## src/rtl/gcn_pkg.sv

```systemverilog
// Shared types for the GCN layer scheduler.
//   sched_state_t : scheduler FSM states
//   sched_err_t   : err_code encoding reported to the host
//   in_phase()    : true for states where an engine is actively running
package gcn_pkg;

  typedef enum logic [2:0] {
    S_IDLE,
    S_T_RUN,
    S_SWAP,
    S_C_RUN,
    S_DONE,
    S_ERR
  } sched_state_t;

  typedef enum logic [1:0] {
    ERR_NONE      = 2'b00,
    ERR_T_TIMEOUT = 2'b01,
    ERR_C_TIMEOUT = 2'b10,
    ERR_ABORT     = 2'b11
  } sched_err_t;

  function automatic logic in_phase(input sched_state_t s);
    return (s == S_T_RUN) || (s == S_C_RUN);
  endfunction

endpackage

```

## src/rtl/gcn_phase_watchdog.sv

```systemverilog
// Per-phase cycle counter for the scheduler.
//   clk, reset : clock, async active-high reset
//   clear      : zero the count on the next edge (phase entry / outside a phase)
//   en         : an engine phase is running; count advances, expiry is qualified
//   count      : cycles elapsed in the current phase, saturates at TIMEOUT_CYCLES
//   expired    : this is the last permitted cycle of the phase
module gcn_phase_watchdog #(
  parameter int TIMEOUT_CYCLES = 1024,
  parameter int CYC_W          = $clog2(TIMEOUT_CYCLES + 1)
) (
  input  logic             clk,
  input  logic             reset,
  input  logic             clear,
  input  logic             en,
  output logic [CYC_W-1:0] count,
  output logic             expired
);

  always_ff @(posedge clk or posedge reset) begin
    if (reset)                                          count <= '0;
    else if (clear)                                     count <= '0;
    else if (en && (count != CYC_W'(TIMEOUT_CYCLES)))   count <= count + 1'b1;
  end

  assign expired = en && (count == CYC_W'(TIMEOUT_CYCLES - 1));

endmodule

```

## src/rtl/gcn_layer_scheduler.sv

```systemverilog
// Top-level sequencer for one GCN inference run. Per layer it runs the
// transformation engine, swaps product-memory ownership, runs the
// combination engine, then advances the layer. Adds watchdog/abort/error.
//   clk, reset            : clock, async active-high reset
//   start / abort         : host run request / abandon current run
//   trans_done, comb_done : sticky done levels from the two engines
//   trans_start/comb_start: one-cycle engine start pulses
//   trans_rst/comb_rst    : engine hold-in-reset
//   prod_mem_owner        : 0 = transformation writes, 1 = combination reads
//   layer_idx             : current layer
//   busy, done, error     : run status; err_code gives the failure cause
//   phase_cycles          : cycles elapsed in the current engine phase
module gcn_layer_scheduler
  import gcn_pkg::*;
#(
  parameter int NUM_LAYERS     = 2,
  parameter int TIMEOUT_CYCLES = 1024,
  parameter int LAYER_W        = (NUM_LAYERS > 1) ? $clog2(NUM_LAYERS) : 1,
  parameter int CYC_W          = $clog2(TIMEOUT_CYCLES + 1)
) (
  input  logic               clk,
  input  logic               reset,
  input  logic               start,
  input  logic               abort,
  input  logic               trans_done,
  input  logic               comb_done,
  output logic               trans_start,
  output logic               trans_rst,
  output logic               comb_start,
  output logic               comb_rst,
  output logic               prod_mem_owner,
  output logic [LAYER_W-1:0] layer_idx,
  output logic               busy,
  output logic               done,
  output logic               error,
  output logic [1:0]         err_code,
  output logic [CYC_W-1:0]   phase_cycles
);

  sched_state_t state, next_state;
  sched_err_t   next_err;
  logic         wd_clear, wd_expired, last_layer, idle_like;

  assign last_layer = (layer_idx == LAYER_W'(NUM_LAYERS - 1));
  assign idle_like  = (state == S_IDLE) || (state == S_DONE) || (state == S_ERR);

  // Count restarts on every phase entry (including C_RUN -> T_RUN) and is
  // held at zero whenever no engine phase is running.
  assign wd_clear = !in_phase(next_state) || (next_state != state);

  gcn_phase_watchdog #(
    .TIMEOUT_CYCLES(TIMEOUT_CYCLES),
    .CYC_W         (CYC_W)
  ) u_wd (
    .clk    (clk),
    .reset  (reset),
    .clear  (wd_clear),
    .en     (in_phase(state)),
    .count  (phase_cycles),
    .expired(wd_expired)
  );

  always_ff @(posedge clk or posedge reset) begin
    if (reset) state <= S_IDLE;
    else       state <= next_state;
  end

  // The start pulse register doubles as the "first phase cycle" marker:
  // a done level seen then is left over from before the engine restarted.
  always_comb begin
    next_state = state;
    next_err   = sched_err_t'(err_code);
    case (state)
      S_IDLE, S_DONE, S_ERR: begin
        if (start) begin
          next_state = S_T_RUN;
          next_err   = ERR_NONE;
        end
      end
      S_T_RUN: begin
        if (abort) begin
          next_state = S_ERR;
          next_err   = ERR_ABORT;
        end else if (trans_done && !trans_start) begin
          next_state = S_SWAP;
        end else if (wd_expired) begin
          next_state = S_ERR;
          next_err   = ERR_T_TIMEOUT;
        end
      end
      S_SWAP: begin
        if (abort) begin
          next_state = S_ERR;
          next_err   = ERR_ABORT;
        end else begin
          next_state = S_C_RUN;
        end
      end
      S_C_RUN: begin
        if (abort) begin
          next_state = S_ERR;
          next_err   = ERR_ABORT;
        end else if (comb_done && !comb_start) begin
          next_state = last_layer ? S_DONE : S_T_RUN;
        end else if (wd_expired) begin
          next_state = S_ERR;
          next_err   = ERR_C_TIMEOUT;
        end
      end
      default: next_state = S_IDLE;
    endcase
  end

  // Registered outputs decoded from the state being entered.
  always_ff @(posedge clk or posedge reset) begin
    if (reset) begin
      trans_start    <= 1'b0;
      comb_start     <= 1'b0;
      trans_rst      <= 1'b1;
      comb_rst       <= 1'b1;
      prod_mem_owner <= 1'b0;
      layer_idx      <= '0;
      busy           <= 1'b0;
      done           <= 1'b0;
      error          <= 1'b0;
      err_code       <= 2'b00;
    end else begin
      trans_start    <= (next_state == S_T_RUN) && (state != S_T_RUN);
      comb_start     <= (next_state == S_C_RUN) && (state != S_C_RUN);
      trans_rst      <= (next_state != S_T_RUN);
      comb_rst       <= (next_state != S_C_RUN);
      prod_mem_owner <= (next_state == S_SWAP) || (next_state == S_C_RUN);
      busy           <= in_phase(next_state) || (next_state == S_SWAP);
      done           <= (next_state == S_DONE);
      error          <= (next_state == S_ERR);
      err_code       <= next_err;
      if (idle_like && start)
        layer_idx <= '0;
      else if ((state == S_C_RUN) && (next_state == S_T_RUN))
        layer_idx <= layer_idx + 1'b1;
    end
  end

endmodule

```

## config.mk

```make
export PLATFORM = sky130hd
export DESIGN_NAME = gcn_layer_scheduler
export DESIGN_NICKNAME = d
export VERILOG_FILES = /design/src/rtl/gcn_pkg.sv /design/src/rtl/gcn_phase_watchdog.sv /design/src/rtl/gcn_layer_scheduler.sv
export SDC_FILE = /design/constraint.sdc
export NUM_CORES = 1
export LEC_CHECK = 0
export ABC_AREA = 1
export CAP_MARGIN = 30
export CORE_MARGIN = 3
export CORE_UTILIZATION = 40
export DETAILED_ROUTE_END_ITERATION = 10
export GPL_TIMING_DRIVEN = 0
export SLEW_MARGIN = 5
export SYNTH_ARGS = -nofsm -noshare
export SYNTH_HDL_FRONTEND = slang
export SYNTH_SLANG_ARGS = --single-unit
```

## constraint.sdc

```tcl
create_clock -name clk -period 2.58 [get_ports clk]
set_input_delay 0.258 -clock clk [delete_from_list [all_inputs] [get_ports clk]]
set_output_delay 0.258 -clock clk [all_outputs]
set_load 0.1 [all_outputs]
```

### Word-level counts from Yosys, hierarchy flattened

Index checks and enable logic that the tools add are counted.

* memory bits (writable): 0
* word-level logic and storage cells: 83
* bits in read-only memories: 0
* bits in latches: 0
* output and inout bits: 22
* register bits after elaboration: 25
* memories: 0

* reductions and logical operators: 24
* bitwise logic cells: 0
* divide/modulo/power cells: 0
* $lt $le $gt $ge: 0
* $add $sub $neg: 2
* $mul: 0
* shift-type cells: 0
* equality and inequality tests: 23
* multiplexer cells: 22

Operators by type and width (count)
* 2-to-1 mux 3 bit: 8
* 2-to-1 mux 11 bit: 2
* 2-to-1 mux 2 bit: 8
* equality test 3 x 2 -> 1 bit (second input constant): 4
* equality test 3 bit (second input constant): 4
* inequality test 3 x 2 -> 1 bit (second input constant): 4
* case mux 3 bit (4 select lines): 1
* adder 11 x 1 -> 11 bit (second input constant): 1
* equality test 11 x 10 -> 1 bit (second input constant): 1
* inequality test 11 bit (second input constant): 1
* logical AND 1 bit: 8
* case mux 2 bit (4 select lines): 1
* logical OR 1 bit: 7
* AND reduction 7 bit: 1
* equality test 3 x 1 -> 1 bit (second input constant): 2
* inequality test 3 x 1 -> 1 bit (second input constant): 2
* inequality test 3 bit (second input constant): 2
* inequality test 2 bit (second input constant): 2
* nonzero test 2 bit: 2
* nonzero test 4 bit: 1
* zero test 1 bit: 3
* zero test 3 bit: 1
* inequality test 3 bit: 1
* OR reduction 3 bit: 1
* 2 further kinds: 3

### Logic depth before layout (Yosys ltp)

* depth in word-level cells: 12
* depth in mapped cells: 12

### Modules after synthesis

Synthesis repeated with hierarchy kept, for this count alone.

* cell total of the unflattened synthesis: 198
* area, all modules: 1456.4 um2

Modules (own cells, without submodules)
* gcn_layer_scheduler: area an instance 735.7 um2, cells an instance 94, instances 1
* gcn_phase_watchdog: area an instance 720.7 um2, cells an instance 104, instances 1

### Least setup slack after synthesis

No wires, ideal clock.

* path kind: flip-flop to flip-flop
* start point: register u_wd.count[0]
* end point: register u_wd.count[4]
* setup time: 123 ps
* cell stages (with the launch flop): 12
* buffers on the path: 1
* required time: 2457 ps
* slack: 217 ps
* data arrival time: 2240 ps
* cell sequence: dfrtp_1 ha_1 nand2_1 nor2_2 nand4_1 nand3_2 nand3_1 nand2_1 inv_1 nand2_2 buf_6 nor2_2

* longest elaborated chain between the ends: 11

Ends and longest elaborated chain
* from (decl): line gcn_phase_watchdog.sv:15 `output logic [CYC_W-1:0] count,`
* from (signal assigned): line gcn_phase_watchdog.sv:22 `else if (en && (count != CYC_W'(TIMEOUT_CYCLES))) count <= count + 1'b1;`
* equality test 11 x 10 -> 1 bit: line gcn_phase_watchdog.sv:25 `assign expired = en && (count == CYC_W'(TIMEOUT_CYCLES - 1));`
* logical AND 1 bit: line gcn_phase_watchdog.sv:25
* 2-to-1 mux 3 bit: line gcn_layer_scheduler.sv:86, gcn_layer_scheduler.sv:105
* 2-to-1 mux 3 bit (on tied branches): line gcn_layer_scheduler.sv:103, gcn_layer_scheduler.sv:84
* 2-to-1 mux 3 bit (on tied branches): line gcn_layer_scheduler.sv:100, gcn_layer_scheduler.sv:81
* case mux 3 bit (4 select lines): line gcn_layer_scheduler.sv:73 `case (state)`
* equality test 3 x 1 -> 1 bit or equality test 3 x 2 -> 1 bit (tied branches): line gcn_pkg.sv:24 `return (s == S_T_RUN) || (s == S_C_RUN);`
* logical OR 1 bit: line gcn_pkg.sv:24
* zero test 1 bit: line gcn_layer_scheduler.sv:49 `assign wd_clear = !in_phase(next_state) || (next_state != state);`
* logical OR 1 bit: line gcn_layer_scheduler.sv:49
* 2-to-1 mux 11 bit or nonzero test 2 bit (tied branches)

Several ways; a longest one is shown, not always the timed one. The select of a mux whose other input is x is not followed.
A chain may end at the register's enable or synchronous reset.

### Worst setup path in the final report

* start point: register u_wd.count[0]
* end point: output phase_cycles[0]

RTL lines
* to (decl): line gcn_layer_scheduler.sv:37 `output logic [CYC_W-1:0] phase_cycles`

No word-level cell between the ends.

==> metrics.md <==
| Metric | Value |
|---|---|
| First-pass DRT Iterations | `4` |
| Ranking of synthesized cells by area | `dfrtp_1, nand2_1, nand3_1` |
| Layout area overhead | `25.9%` |
| Yosys warns | `0` |
| Crit path from | `u_wd.count[0]` |
| CTS root buf | `clkbuf_4` |
| First-pass GRT wire length | `5260 um` |
| Initial Util | `0.422` |
| Mean Syn Cell Area | `slightly above 8 sq um` |
| CP max stage delay | `1180 ps` |
| GRT overflow | `0` |
| Slowest CP cell | `clkdlybuf4s50_1` |
| Layout cells sized above 1 | `0.196` |
| Leak pwr | `0.000789 uW` |
| I/O Buffers | `27` |
| Pwr per Cell Area | `1060 nW/um^2` |
| Antenna-violating nets left | `0` |
| Largest net degree at the start of global routing | `26` |
| CP cell instances | `clkdlybuf4s50_1` |
| GP Congestion | `0.830` |
| Sequential share of the synthesized area | `0.440` |
| Period minus WS final | `2250 ps` |
| CTS Buf Count | `3` |
| Clk_lat worst skew | `around 320 ps` |
| Initial antenna violation count | `0` |
| Final net count | `roughly 210` |
| Largest area contributor in the netlist | `dfrtp_1` |
| Mapped Area | `around 1400 sq um` |
| Die H | `65.8 um` |
| Post-CTS Repair Setup Buffers | `0` |
| Synth Net Count | `180` |
| Clock transition at path regs | `~140 ps` |
| FP Rows | `21` |
| Setup TNS | `0 ps` |
| Total track usage | `0.158` |
| Achievable Freq | `around 440 MHz` |
| Hold Violations, Final | `0` |
| Yosys cell types | `25` |
| CP Class | `register to output port` |
| Fillers | `319` |
| Wire per inst | `11.8 um` |
| RSZ-0062 raised after global routing | `no` |
| Multi-input logic area | `692 sq um` |
| Total I/O pin count | `28` |
| Vias/cell | `4.77` |
| Crit. End Element | `output port` |
| Full die area | `4330 sq um` |
| Slew @ Worst Pin | `981 ps` |
| Cells after synthesis | `172` |
| Width of the chip | `about 66 um` |
| Final worst-path cycle share | `0.874` |
| Detailed Place HPWL | `2330 um` |
| Clock Sink Count | `25` |
| # hold bufs at CTS | `0` |
| CTS tree | `done` |
| Vias in the first global route | `1145` |
| #FFs+latches synth | `25` |
| Status | `finished clean` |
| Post-route DRC | `0` |
| Pins over their slew limit | `0` |
| Final wirelength | `2950 um` |
| Iter 0 DRT Violations | `60` |
| Maximum VDD drop | `0.701 mV` |
| Area of the core | `3390 sq um` |
| Worst Hold Class | `input pin to async pin` |
| H-tree depth | `1` |
| Setup Viol. Count Final | `0` |
| WP buf/inv | `1` |
| CP Data Arrival Time | `roughly 2000 ps` |
| Diodes inserted | `0` |
| Top cell type's share of synthesized area | `0.403` |
| Final core utilization | `0.531` |
| CTS resizes | `0` |
| Req. time, crit path | `about 2300 ps` |
| R2r startpoint | `u_wd.count[0]` |
| Max_slew headroom | `0.344` |
| Max-cap violations | `0` |
| Total Power | `roughly 1900 uW` |
| Worst setup SP type | `register` |
| Most frequent cells in the layout | `nand2_1, clkdlybuf4s50_1, dfrtp_1, inv_1, nand3_1` |
| Setup Skew | `6.89 ps` |
| Crit path max-delay family | `buffers and inverters` |
| Commonest non-fill, non-tap cell in the layout | `nand2_1` |
| DR vias | `1193` |
| Sequential Area | `628 sq um` |
| Crit path max fanout | `7` |
| Maximum clock insertion buffer count | `2` |
[state kept, by name, indices dropped and copies added, names as in the netlist]
name	cells
layer_idx	1
error	1
comb_rst	1
prod_mem_owner	1
state	3
comb_start	1
done	1
u_wd.count	11
busy	1
trans_start	1
trans_rst	1
err_code	2
[cell type report]
class	instances	area share
Multi-Input combinational cell	120	0.385
Clock buffer	3	0.0125
Clock inverter	1	0.00278
Sequential cell	25	0.349
Timing Repair Buffer	28	0.159
Buffer	1	0.00626
Inverter	26	0.0542
Tap cell	46	0.0320
[layer usage]
layer / global-route usage / share of wire / vias up
met3: 0.0513 / 0.056 / 2
met4: 0.0389 / 0.0064 / 0
met1: 0.186 / 0.42 / 554
li1: - / - / 604
met2: 0.277 / 0.52 / 33
met5: 0 / 0 / -
[where the power goes]
part	switching, uW	leakage (uW)	internal [uW]
clock network	124	0.0000177	58.2
logic	884	0.000441	292
registers	71.8	0.000330	482
[metrics by stage]
stage | cells | cell area (sq um) | hold slack [ps] | worst slack [ps]
4_1_cts | 249 | 1780 | 465 | 297
2_1_floorplan | 172 | 1430 | 284 | 217
5_1_grt | 250 | 1800 | 221 | 226
6_report | 250 | 1800 | 208 | 326
3_3_place_gp | 245 | 1760 | 487 | 604
3_5_place_dp | 245 | 1760 | 487 | 560
[cell usage after synthesis (all sizes together)]
cell type   n
nand2      37
nor2       32
inv        26
dfrtp      23
nand3      20
o21ai      10
xor2        6
nor3        5
xnor2       4
a21oi       2
dfstp       2
ha          2
buf         1
nand4       1
o21bai      1
[worst reg2reg max path, stage by stage (launching register included)]
cell and delay, ps:
dfrtp_1 500, ha_1 210, nand2_1 60, nor2_2 140, nand4_1 220, nand3_2 180
nand3_1 90, nand2_1 80, inv_1 50, nand2_2 70, buf_6 170, nor2_2 50
[cell families after synthesis]
family	after synthesis	share of synthesized area
simple gates	95	0.356
compound gates	13	0.0499
buf+inv	27	0.0762
flops	25	0.440
xor+xnor	10	0.0613
fa+ha+maj	2	0.0175
[worst paths after layout]
| path | endpoint | slack [ps] | depth (start not counted) |
|---|---|---|---|
| hold reg to reg | err_code[0] | 510 | 2 |
| setup reg to reg | u_wd.count[0] | 670 | 11 |
| max in group asynchronous | comb_rst | 1850 | 3 |
| setup / recovery | phase_cycles[0] | 330 | 1 |
| hold / removal | busy | 210 | 2 |
| min in group clk | err_code[0] | 510 | 2 |
(Power assumes the default switching activity.)
